### src/rtl/debounce_pkg.sv
// Shared constants for the input debouncer.
package debounce_pkg;

    localparam int unsigned SYS_CLK_HZ        = 100_000_000;
    // 10 ms of stability at SYS_CLK_HZ.
    localparam int unsigned DEBOUNCE_10MS     = 1_000_000;
    // Short filter length used in simulation.
    localparam int unsigned SIM_STABLE_CYCLES = 4;

endpackage : debounce_pkg

### src/rtl/debounce_channel.sv
// One debounce channel: 2-flop synchroniser, stability counter and registered edge pulses.
module debounce_channel #(
    parameter int unsigned STABLE_CYCLES = 1_000_000
) (
    input  logic clk,
    input  logic rst,
    input  logic raw_in,
    output logic db_level,
    output logic db_rise,
    output logic db_fall
);

    localparam int unsigned CNT_W = $clog2(STABLE_CYCLES + 1);
    localparam logic [CNT_W-1:0] CntLast = CNT_W'(STABLE_CYCLES - 1);

    logic             s1_q, s2_q;
    logic             level_q, level_d;
    logic             rise_q, rise_d;
    logic             fall_q, fall_d;
    logic [CNT_W-1:0] cnt_q, cnt_d;

    // Filter next state: count consecutive disagreeing cycles, accept on the last one.
    always_comb begin
        level_d = level_q;
        cnt_d   = '0;
        rise_d  = 1'b0;
        fall_d  = 1'b0;
        if (s2_q != level_q) begin
            if (cnt_q == CntLast) begin
                level_d = s2_q;
                rise_d  = s2_q;
                fall_d  = ~s2_q;
            end else begin
                cnt_d = cnt_q + CNT_W'(1);
            end
        end
    end

    // Synchroniser and filter state, synchronous reset has priority.
    always_ff @(posedge clk) begin
        if (rst) begin
            s1_q    <= 1'b0;
            s2_q    <= 1'b0;
            level_q <= 1'b0;
            cnt_q   <= '0;
            rise_q  <= 1'b0;
            fall_q  <= 1'b0;
        end else begin
            s1_q    <= raw_in;
            s2_q    <= s1_q;
            level_q <= level_d;
            cnt_q   <= cnt_d;
            rise_q  <= rise_d;
            fall_q  <= fall_d;
        end
    end

    assign db_level = level_q;
    assign db_rise  = rise_q;
    assign db_fall  = fall_q;

endmodule : debounce_channel

### src/rtl/input_debouncer.sv
// Debounces WIDTH independent pad inputs; one debounce_channel per bit.
module input_debouncer
    import debounce_pkg::*;
#(
    parameter int unsigned WIDTH         = 2,
    parameter int unsigned STABLE_CYCLES = DEBOUNCE_10MS
) (
    input  logic             clk,
    input  logic             rst,
    input  logic [WIDTH-1:0] raw_in,
    output logic [WIDTH-1:0] db_level,
    output logic [WIDTH-1:0] db_rise,
    output logic [WIDTH-1:0] db_fall
);

    for (genvar i = 0; i < WIDTH; i++) begin : g_chan
        debounce_channel #(
            .STABLE_CYCLES(STABLE_CYCLES)
        ) u_chan (
            .clk     (clk),
            .rst     (rst),
            .raw_in  (raw_in[i]),
            .db_level(db_level[i]),
            .db_rise (db_rise[i]),
            .db_fall (db_fall[i])
        );
    end

endmodule : input_debouncer

### config.mk
export PLATFORM = sky130hd
export DESIGN_NAME = input_debouncer
export DESIGN_NICKNAME = d
export VERILOG_FILES = /design/src/rtl/debounce_pkg.sv /design/src/rtl/debounce_channel.sv /design/src/rtl/input_debouncer.sv
export SDC_FILE = /design/constraint.sdc
export NUM_CORES = 1
export LEC_CHECK = 0
export CORE_UTILIZATION = 32
export CTS_BUF_LIST = sky130_fd_sc_hd__clkbuf_4 sky130_fd_sc_hd__clkbuf_8
export CTS_CLUSTER_DIAMETER = 40
export DETAILED_ROUTE_END_ITERATION = 10
export MAX_ROUTING_LAYER = met4
export PLACE_DENSITY = 0.54
export REMOVE_ABC_BUFFERS = 1
export SLEW_MARGIN = 10
export SYNTH_ARGS = -nofsm -noshare
export SYNTH_HDL_FRONTEND = slang
export SYNTH_SLANG_ARGS = --single-unit
### constraint.sdc
create_clock -name clk -period 1.8 [get_ports clk]
set_input_delay 0.18 -clock clk [delete_from_list [all_inputs] [get_ports clk]]
set_output_delay 0.18 -clock clk [all_outputs]
set_load 0.05 [all_outputs]
Word level (Yosys, flattened, before mapping). Index checks and enable logic that the tools add are counted.

Register bits: 50. Input port bits: 4. Output and inout port bits: 6. Logic and storage cells: 30.

Reductions and logical operators: 6. Bitwise gates (word level): 6. Eq/ne operators: 4. $add $sub $neg: 2.

Operators by type and width (number): $add 20x1->20 const B (2); $eq 20x20->1 const B (2); $reduce_or 3->1 (4); $not 1->1 (6); $reduce_and 2->1 (2); $ne 1x1->1 (2).

Depth between registers and ports, before layout. Gate-level depths: netlist (run 1).

Depth in word-level cells: 3. Depth in mapped cells: 6.

By module. Synthesis (run 1) repeated with hierarchy kept, for this count alone.

Cells, all modules: 234. Area, all modules: 2229.6 µm².

By module, submodules not included: debounce_channel (cells each 117, area an instance 1114.8 µm², times used 2, seq. area each 500.5 µm²).

Worst setup path before layout (run 1). Ideal clock, no wire load.

Path kind: reg2reg. Start point: reg g_chan[0].u_chan.cnt_q[0]. End point: reg g_chan[0].u_chan.cnt_q[18]. Setup time: 0.070 ns. Setup slack: -0.111 ns. Arrival: 1.841 ns. Stages on the path, launching flop included: 7. Clock period less this slack: 1.911 ns. Path through: dfxtp_1 > ha_1 > nand3_4 > or4_1 > buf_2 > or4_1 > a21oi_1.

Longest elaborated chain between the ends: 2. Elaborated cells between the ends (all ways): 3.

RTL lines: from (decl) (line debounce_channel.sv:20) `logic [CNT_W-1:0] cnt_q, cnt_d;`; from (signal assigned) (line debounce_channel.sv:52) `cnt_q <= cnt_d;`; branches (longest 2 deep; another with $add 20x1->20).

Several ways; the timed one is not identified. A chain may end at the register's enable or synchronous reset.

Worst setup path after layout (run 1).
Start point: reg g_chan[0].u_chan.cnt_q[19]. End point: reg g_chan[0].u_chan.cnt_q[19].

Same word-level chain as after synthesis.

==> reports/qor.yml, run 1 <==
min_path:
  holdPathEnd: "g_chan[1].u_chan.s1_q$_SDFF_PP0_"
  hold_path_class: "in2reg"
  whs_path_depth: 2
  min_from: "raw_in[1]"
placement:
  placed_cell_area_um2: 2560
  gp_congestion: 0.822
  place_ws_ps: -25.0
  dp_hpwl_um: 3160
  placedCellCount: 352
  io_buffer_count: 9
synth:
  synth_edf_count: 0
  syn-cell-area_um2: 2200
  ys_warn_count: 0
  syn_avg_cell_area_um2: 8.95
  ys.flop_type: "dfxtp_1"
  synth_cell_types: 31
  synthTopCellsByArea: "dfxtp_1 45%, xnor2_1 6.0%, nor2_1 5.3%"
  netlist.area_leader.share_pct: 45.5
  synthSimpleGateAreaFrac_pct: 30.7
  synthCells: 246
  yosysTopAreaCell: "dfxtp_1"
  yosysSeqAreaShare_pct: 45.5
  synthMuxAreaShare_pct: 0
  ys_async_sr_fraction_pct: 0
  synthAdderAreaFrac_pct: 1.14
  synth-xor-area-share_pct: 10.3
  synth_compound_area_share_pct: 8.18
  synth_top_family_by_area: "simple AND/OR/NAND/NOR gates"
  ys_ff_latch: 50
timing:
  hold_viol: 0
  fin_skew_ps: 5.13
  setup_viol: 0
  setup_tns_ps: 0
  finalCriticalPeriod_ps: 1730
  whs_ps: 423
  clock.fmax_ghz: 0.579
  rsz0062_at_grt: "no"
  relSlewSlack_pct: 65.4
  drv_slew: 0
  setup_slack_ps: 71.9
  timing.final.crit_share_pct: 96.0
  tightest_slew_ps: 517
critical_path:
  critPathRequiredTime_ps: 1990
  crit_fanout: 19
  end_kind: "flop"
  ff2ff_path_depth: 5
  critPathTopFamily: "simple AND/OR/NAND/NOR gates"
  critPathSlowestCell: "or4_4"
  reg2reg_to: "g_chan[0].u_chan.cnt_q[19]$_SDFF_PP0_"
  rrSetupSlack_ps: 70
  path_cells: "or3b_1 -> or4_4 -> o21ai_4 -> buf_12 -> a21oi_1"
  reg2reg_from: "g_chan[0].u_chan.cnt_q[19]$_SDFF_PP0_"
  critPathKind: "reg2reg"
  critPathArrivalTime_ps: 1920
  path_buf_inv: 1
  crit_path_start_kind: "flop"
  cpPeakStageDelay_ps: 470
layout:
  fin_nets: 288
  num_antenna_cells: 0
  postLayoutCellArea_um2: 2710
  final_cell_mix: "47 x dfxtp_1, 31 x nor2_1, 29 x buf_4"
  layout_commonest_cell: "dfxtp_1"
  nFillCells: 629
  drive_gt1_share_pct: 19.8
  area_growth_pct: 22.9
  stdcell_count: 360
clock_network:
  numCtsBuffers: 5
  clk_path_buf_depth: 2
  cts_root_buf: "clkbuf_8"
  path_clk_slew_ps: 90
  clkLatencyLatePin_ps: 300
  cts_tree: "built"
  ctsHoldBuffers: 0
  cts.sinks: 50
  cts_max_level: 2
  cts_setup_buffers: 0
detailed_routing:
  drcViolationCount: 0
  post_drt_wl_per_cell_um: 12.1
  postRouteWirelength_um: 4340
  avgViaCountPerCell: 4.94
  drt_iter0_markers: 91
  first_pass_iters: 4
  ant_nets: 0
  num_vias: 1779
global_route:
  grt_pass1_wl_um: 7530
  grt_start_max_net_pins: 20
  grt_pass1_vias: 1650
  antenna_found_initial: 0
  grt-ovfl-total: 0
  grt_util_all_layers_pct: 13.3
floorplanning:
  ios: 10
  fp.coreArea_um2: 6490
  dieArea_um2: 7220
  chipHeight_um: 85.0
  num_rows: 29
  die_x_um: 85.0
  start_util_pct: 33.9
job:
  drv_cap: 0
power:
  p_leak_nw: 0.841
  powerDensity_nw_per_um2: 672
  ir_worst_vdd_mv: 0.361
status:
  status: "completed"
-- cells in the mapped netlist, types with 5 or more instances --
cell / n
or4_1: 9
nand3_1: 18
dfxtp_1: 50
o31ai_1: 6
nor2_1: 31
inv_1: 5
or3_1: 6
and3_1: 5
nand2_1: 14
xnor2_1: 15
buf_4: 8
o21ai_0: 8
a21oi_1: 14
nor4_1: 8
xor2_1: 11
nand4_1: 8
-- how the worst max path moves through the flow --
stage / from / to / cells after the start
2_1_floorplan: g_chan[1].u_chan.cnt_q[0]$_SDFF_PP0_ / g_chan[1].u_chan.cnt_q[10]$_SDFF_PP0_ / 5
3_3_place_gp: g_chan[0].u_chan.cnt_q[0]$_SDFF_PP0_ / g_chan[0].u_chan.cnt_q[18]$_SDFF_PP0_ / 5
3_5_place_dp: g_chan[0].u_chan.cnt_q[0]$_SDFF_PP0_ / g_chan[0].u_chan.cnt_q[18]$_SDFF_PP0_ / 5
4_1_cts: g_chan[0].u_chan.cnt_q[0]$_SDFF_PP0_ / g_chan[0].u_chan.cnt_q[18]$_SDFF_PP0_ / 5
5_1_grt: g_chan[0].u_chan.cnt_q[1]$_SDFF_PP0_ / g_chan[0].u_chan.cnt_q[18]$_SDFF_PP0_ / 5
6_report: g_chan[0].u_chan.cnt_q[19]$_SDFF_PP0_ / g_chan[0].u_chan.cnt_q[19]$_SDFF_PP0_ / 5
-- flip-flops by register name (all words and copies together) (netlist names) --
| register | count |
|---|---|
| g_chan.u_chan.s1_q | 2 |
| g_chan.u_chan.db_fall | 2 |
| g_chan.u_chan.db_level | 2 |
| g_chan.u_chan.s2_q | 2 |
| g_chan.u_chan.db_rise | 2 |
| g_chan.u_chan.cnt_q | 40 |
-- power breakdown --
group / switching [W] / total, W / internal, W / leakage (nW)
logic: 0.0000163 / 0.0000344 / 0.0000181 / 0.389
registers: 0.00000326 / 0.00111 / 0.00111 / 0.405
clock network: 0.000362 / 0.000672 / 0.000309 / 0.0472
total: 0.000382 / 0.00182 / 0.00144 / 0.841
-- per-stage QoR --
stage	utilization, %	total power, W
2_1_floorplan	-	0.00115
3_3_place_gp	39.4	0.00117
3_5_place_dp	39.4	0.00117
4_1_cts	41.0	0.00185
5_1_grt	41.7	0.00192
6_report	41.7	0.00182
-- kinds of logic after synthesis --
kind of cell | count (synthesis)
xor gates and xnor gates | 26
buffers and inverters | 16
AOI/OAI and AO/OA | 30
DFF | 50
and+or+nand+nor | 122
adders and majority gates | 2
-- worst reg2reg max path: cells and delay by family (launching register included) --
kind / cells / cell delay [ps]
AOI/OAI and AO/OA: 2 / 230
buffers and inverters: 1 / 170
DFF: 1 / 350
and+or+nand+nor: 2 / 870
-- cell type report --
type                       instances  area [um2]  share of cell area (%)
sequential                        50        1000                    37.1
clock buffer                       6        82.6                    3.05
inverter                           5        18.8                   0.693
timing repair buffer              40         339                    12.5
clock inverter                     2        12.5                   0.462
multi-input combinational        180        1150                    42.6
tap                               77        96.3                    3.56
-- metal layers --
metal / wire (um) / share of wire [%] / vias up / track usage, %
met5: 0 / 0 / - / -
met4: 54 / 1.2 / 0 / 5.08
met3: 77 / 1.8 / 5 / 2.04
met2: 1860 / 43 / 17 / 19.2
met1: 2350 / 54 / 810 / 18.6
li1: - / - / 947 / -
-- what timing repair did --
item / in CTS / in global routing
pin swaps: 0 / 4
resized for setup: 2 / 12
setup endpoints to repair: 1 / 39
Power figures use the tool's default switching activity.
==> run 2, diff against run 1 <==
- ABC_CLOCK_PERIOD_IN_PS: not set -> 1800
==> results of run 2 <==
Final layout, timing and power as in run 1 (identical DEF).
==> run 3, diff against run 2 <==
- CORE_ASPECT_RATIO: not set -> 0.9
==> run 3 against run 2 <==
Net effect: final area grew 2.8%; maximum frequency shrank 3.0%; clock-buffer cell count shrank 1; largest power group unchanged; highest routed layer unchanged.
==> reports/qor.yml, run 3 (synthesis results as in run 1) <==
min_path:
  whs_path_depth: 2  # unchanged
  hold_path_class: "in2reg"
  min_from: "raw_in[0]"
  holdPathEnd: "g_chan[0].u_chan.s1_q$_SDFF_PP0_"
detailed_routing:
  post_drt_wl_per_cell_um: 12.1  # about the same
  avgViaCountPerCell: 4.84  # -2.0%
  postRouteWirelength_um: 4560  # +5.0%
  num_vias: 1830  # +2.9%
  ant_nets: 0  # unchanged
  first_pass_iters: 4  # unchanged
  drt_iter0_markers: 69  # -24%
  drcViolationCount: 0  # unchanged
critical_path:
  end_kind: "flop"
  critPathSlowestCell: "or4_4"
  path_cells: "ha_4 -> nand3_4 -> or4_4 -> or4_4 -> a21oi_2"
  critPathArrivalTime_ps: 2030  # +110 ps
  reg2reg_to: "g_chan[0].u_chan.cnt_q[18]$_SDFF_PP0_"
  critPathRequiredTime_ps: 2050  # +60 ps
  reg2reg_from: "g_chan[0].u_chan.cnt_q[1]$_SDFF_PP0_"
  crit_path_start_kind: "flop"
  cpPeakStageDelay_ps: 570  # +100 ps
  cp-startpoint: "g_chan[0].u_chan.cnt_q[1]$_SDFF_PP0_"
  path_buf_inv: 0  # -1
  crit_fanout: 6  # -13
  critPathTopFamily: "simple AND/OR/NAND/NOR gates"
  cpMostUsedCell: "or4_4"
  rrSetupSlack_ps: 20  # -50 ps
  ff2ff_path_depth: 5  # unchanged
  critPathKind: "reg2reg"
layout:
  fin_nets: 293  # +1.7%
  area_growth_pct: 26.4
  num_antenna_cells: 0  # unchanged
  drive_gt1_share_pct: 22.2  # +2.4 points
  largest_reg_flops: 40  # unchanged
  final_cell_mix: "46 x dfxtp_1, 34 x buf_4, 31 x nor2_1"
  top_register: "g_chan.u_chan.cnt_q"
  layout_commonest_cell: "dfxtp_1"
  postLayoutCellArea_um2: 2780  # +2.8%
timing:
  setup_tns_ps: 0  # unchanged
  drv_slew: 0  # unchanged
  rsz0062_at_grt: "yes"
  setup_viol: 0  # unchanged
  fin_skew_ps: 7.10  # +1.97 ps
  finalCriticalPeriod_ps: 1780  # +53.8 ps
  timing.final.crit_share_pct: 99.0  # +3.0 points
  tightest_slew_ps: 560  # +42.8 ps
  hold_viol: 0  # unchanged
  relSlewSlack_pct: 62.6  # -2.9 points
  clock.fmax_ghz: 0.561  # -3.0%
job:
  drv_cap: 0  # unchanged
clock_network:
  clk_path_buf_depth: 2  # unchanged
  cts.sinks: 50  # unchanged
  cts_max_level: 2  # unchanged
  numCtsBuffers: 5  # unchanged
  path_clk_slew_ps: 100  # about the same
  cts_root_buf: "clkbuf_8"
  clkLatencyLatePin_ps: 310  # about the same
  cts_tree: "built"
placement:
  dp_hpwl_um: 3260  # +3.1%
  gp_congestion: 0.740  # -10%
  placed_cell_area_um2: 2600  # +1.5%
  io_buffer_count: 9  # unchanged
global_route:
  grt_start_max_net_pins: 16  # -20%
  grt_pass1_vias: 1582  # -4.1%
  antenna_found_initial: 0  # unchanged
  grt-ovfl-total: 0  # unchanged
  grt_util_all_layers_pct: 14.2  # +0.88 points
  grt_pass1_wl_um: 7570  # +0.56%
power:
  p_leak_nw: 0.875  # +4.1%
  clkPwrFrac_pct: 40.9  # +4.0 points
  p_comb_share_pct: 1.8  # about the same
  powerDensity_nw_per_um2: 700  # +4.0%
  seqPwrFrac_pct: 57.2  # -4.0 points
  p_int_w: 0.00154  # +7.1%
  p_sw_w: 0.000407  # +6.5%
  swShare_pct: 20.9  # -0.081 points
  ir_worst_vdd_mv: 0.316  # -12%
floorplanning:
  ios: 10  # unchanged
  dieArea_um2: 7220  # about the same
  start_util_pct: 33.3  # -0.65 points
  die_x_um: 89.4  # +5.3%
  chipHeight_um: 80.7  # -5.0%
  num_rows: 28  # -3.4%
  fp.coreArea_um2: 6620  # +1.9%
status:
  status: "completed"
-- run 3: changes by cell type in the layout (fill, tap and decap cells not counted), sizes merged --
cell	change
buf	+5
bufinv	+1
clkbuf	-1
clkinvlp	-1
clkinv	+1
-- run 3: per-stage QoR --
step	util (%)	worst slack, ps	hold WS (ps)	power, W	cells
after CTS	41.2	21.3	407	0.00197	376
after global placement	39.2	-33.5	419	0.00117	368
after floorplan	-	-97.6	249	0.00115	235
after global routing	42.0	-43.5	428	0.00202	378
after detailed placement	39.2	-68.2	439	0.00118	368
final	42.0	18.1	412	0.00195	378
-- run 3: metal layers --
metal	GRT usage [%]	up-vias	share of wire, %
met5	-	-	0
met4	4.76	0	1.5
met3	3.08	5	2.9
met2	18.9	19	41
met1	20.8	850	54
li1	-	956	-
-- run 3: worst max path at each step --
stage / to / depth (start not counted)
floorplan: g_chan[1].u_chan.cnt_q[10]$_SDFF_PP0_ / 5
global placement: g_chan[0].u_chan.cnt_q[18]$_SDFF_PP0_ / 5
detailed placement: g_chan[0].u_chan.cnt_q[18]$_SDFF_PP0_ / 5
CTS: g_chan[1].u_chan.cnt_q[14]$_SDFF_PP0_ / 5
global route: g_chan[0].u_chan.cnt_q[18]$_SDFF_PP0_ / 5
finish: g_chan[0].u_chan.cnt_q[18]$_SDFF_PP0_ / 5
-- run 3: final cells by class --
type | count | area (um2)
Fill cell | 657 | 3840
Multi-Input combinational cell | 180 | 1160
Sequential cell | 50 | 1010
Timing Repair Buffer | 45 | 377
Tap cell | 90 | 113
Clock buffer | 5 | 68.8
Clock inverter | 3 | 40.0
Inverter | 5 | 18.8
-- run 3: power by group through the flow --
stage,Combinational (W),Sequential (W),Clock [W]
detailed placement,0.0000353,0.00114,0
global placement,0.0000353,0.00114,0
finish,0.0000358,0.00111,0.000797
CTS,0.0000357,0.00111,0.000823
global route,0.0000399,0.00112,0.000864
floorplan,0.0000119,0.00114,0
-- run 3: worst reg2reg max path, delay by kind of cell (launching register included) --
kind                       cells  cell delay [ps]
DFF                            1              360
and+or+nand+nor                3             1090
adders and majority gates      1              150
AOI/OAI and AO/OA              1              130
-- run 3: timing repair --
item | CTS | global route
resized for setup | 5 | 12
setup buffers | 0 | 2
hold endpoints to repair | 0 | 0
pin swaps | 2 | 4
endpoints found under the setup margin | 2 | 39
hold buffers | 0 | 0
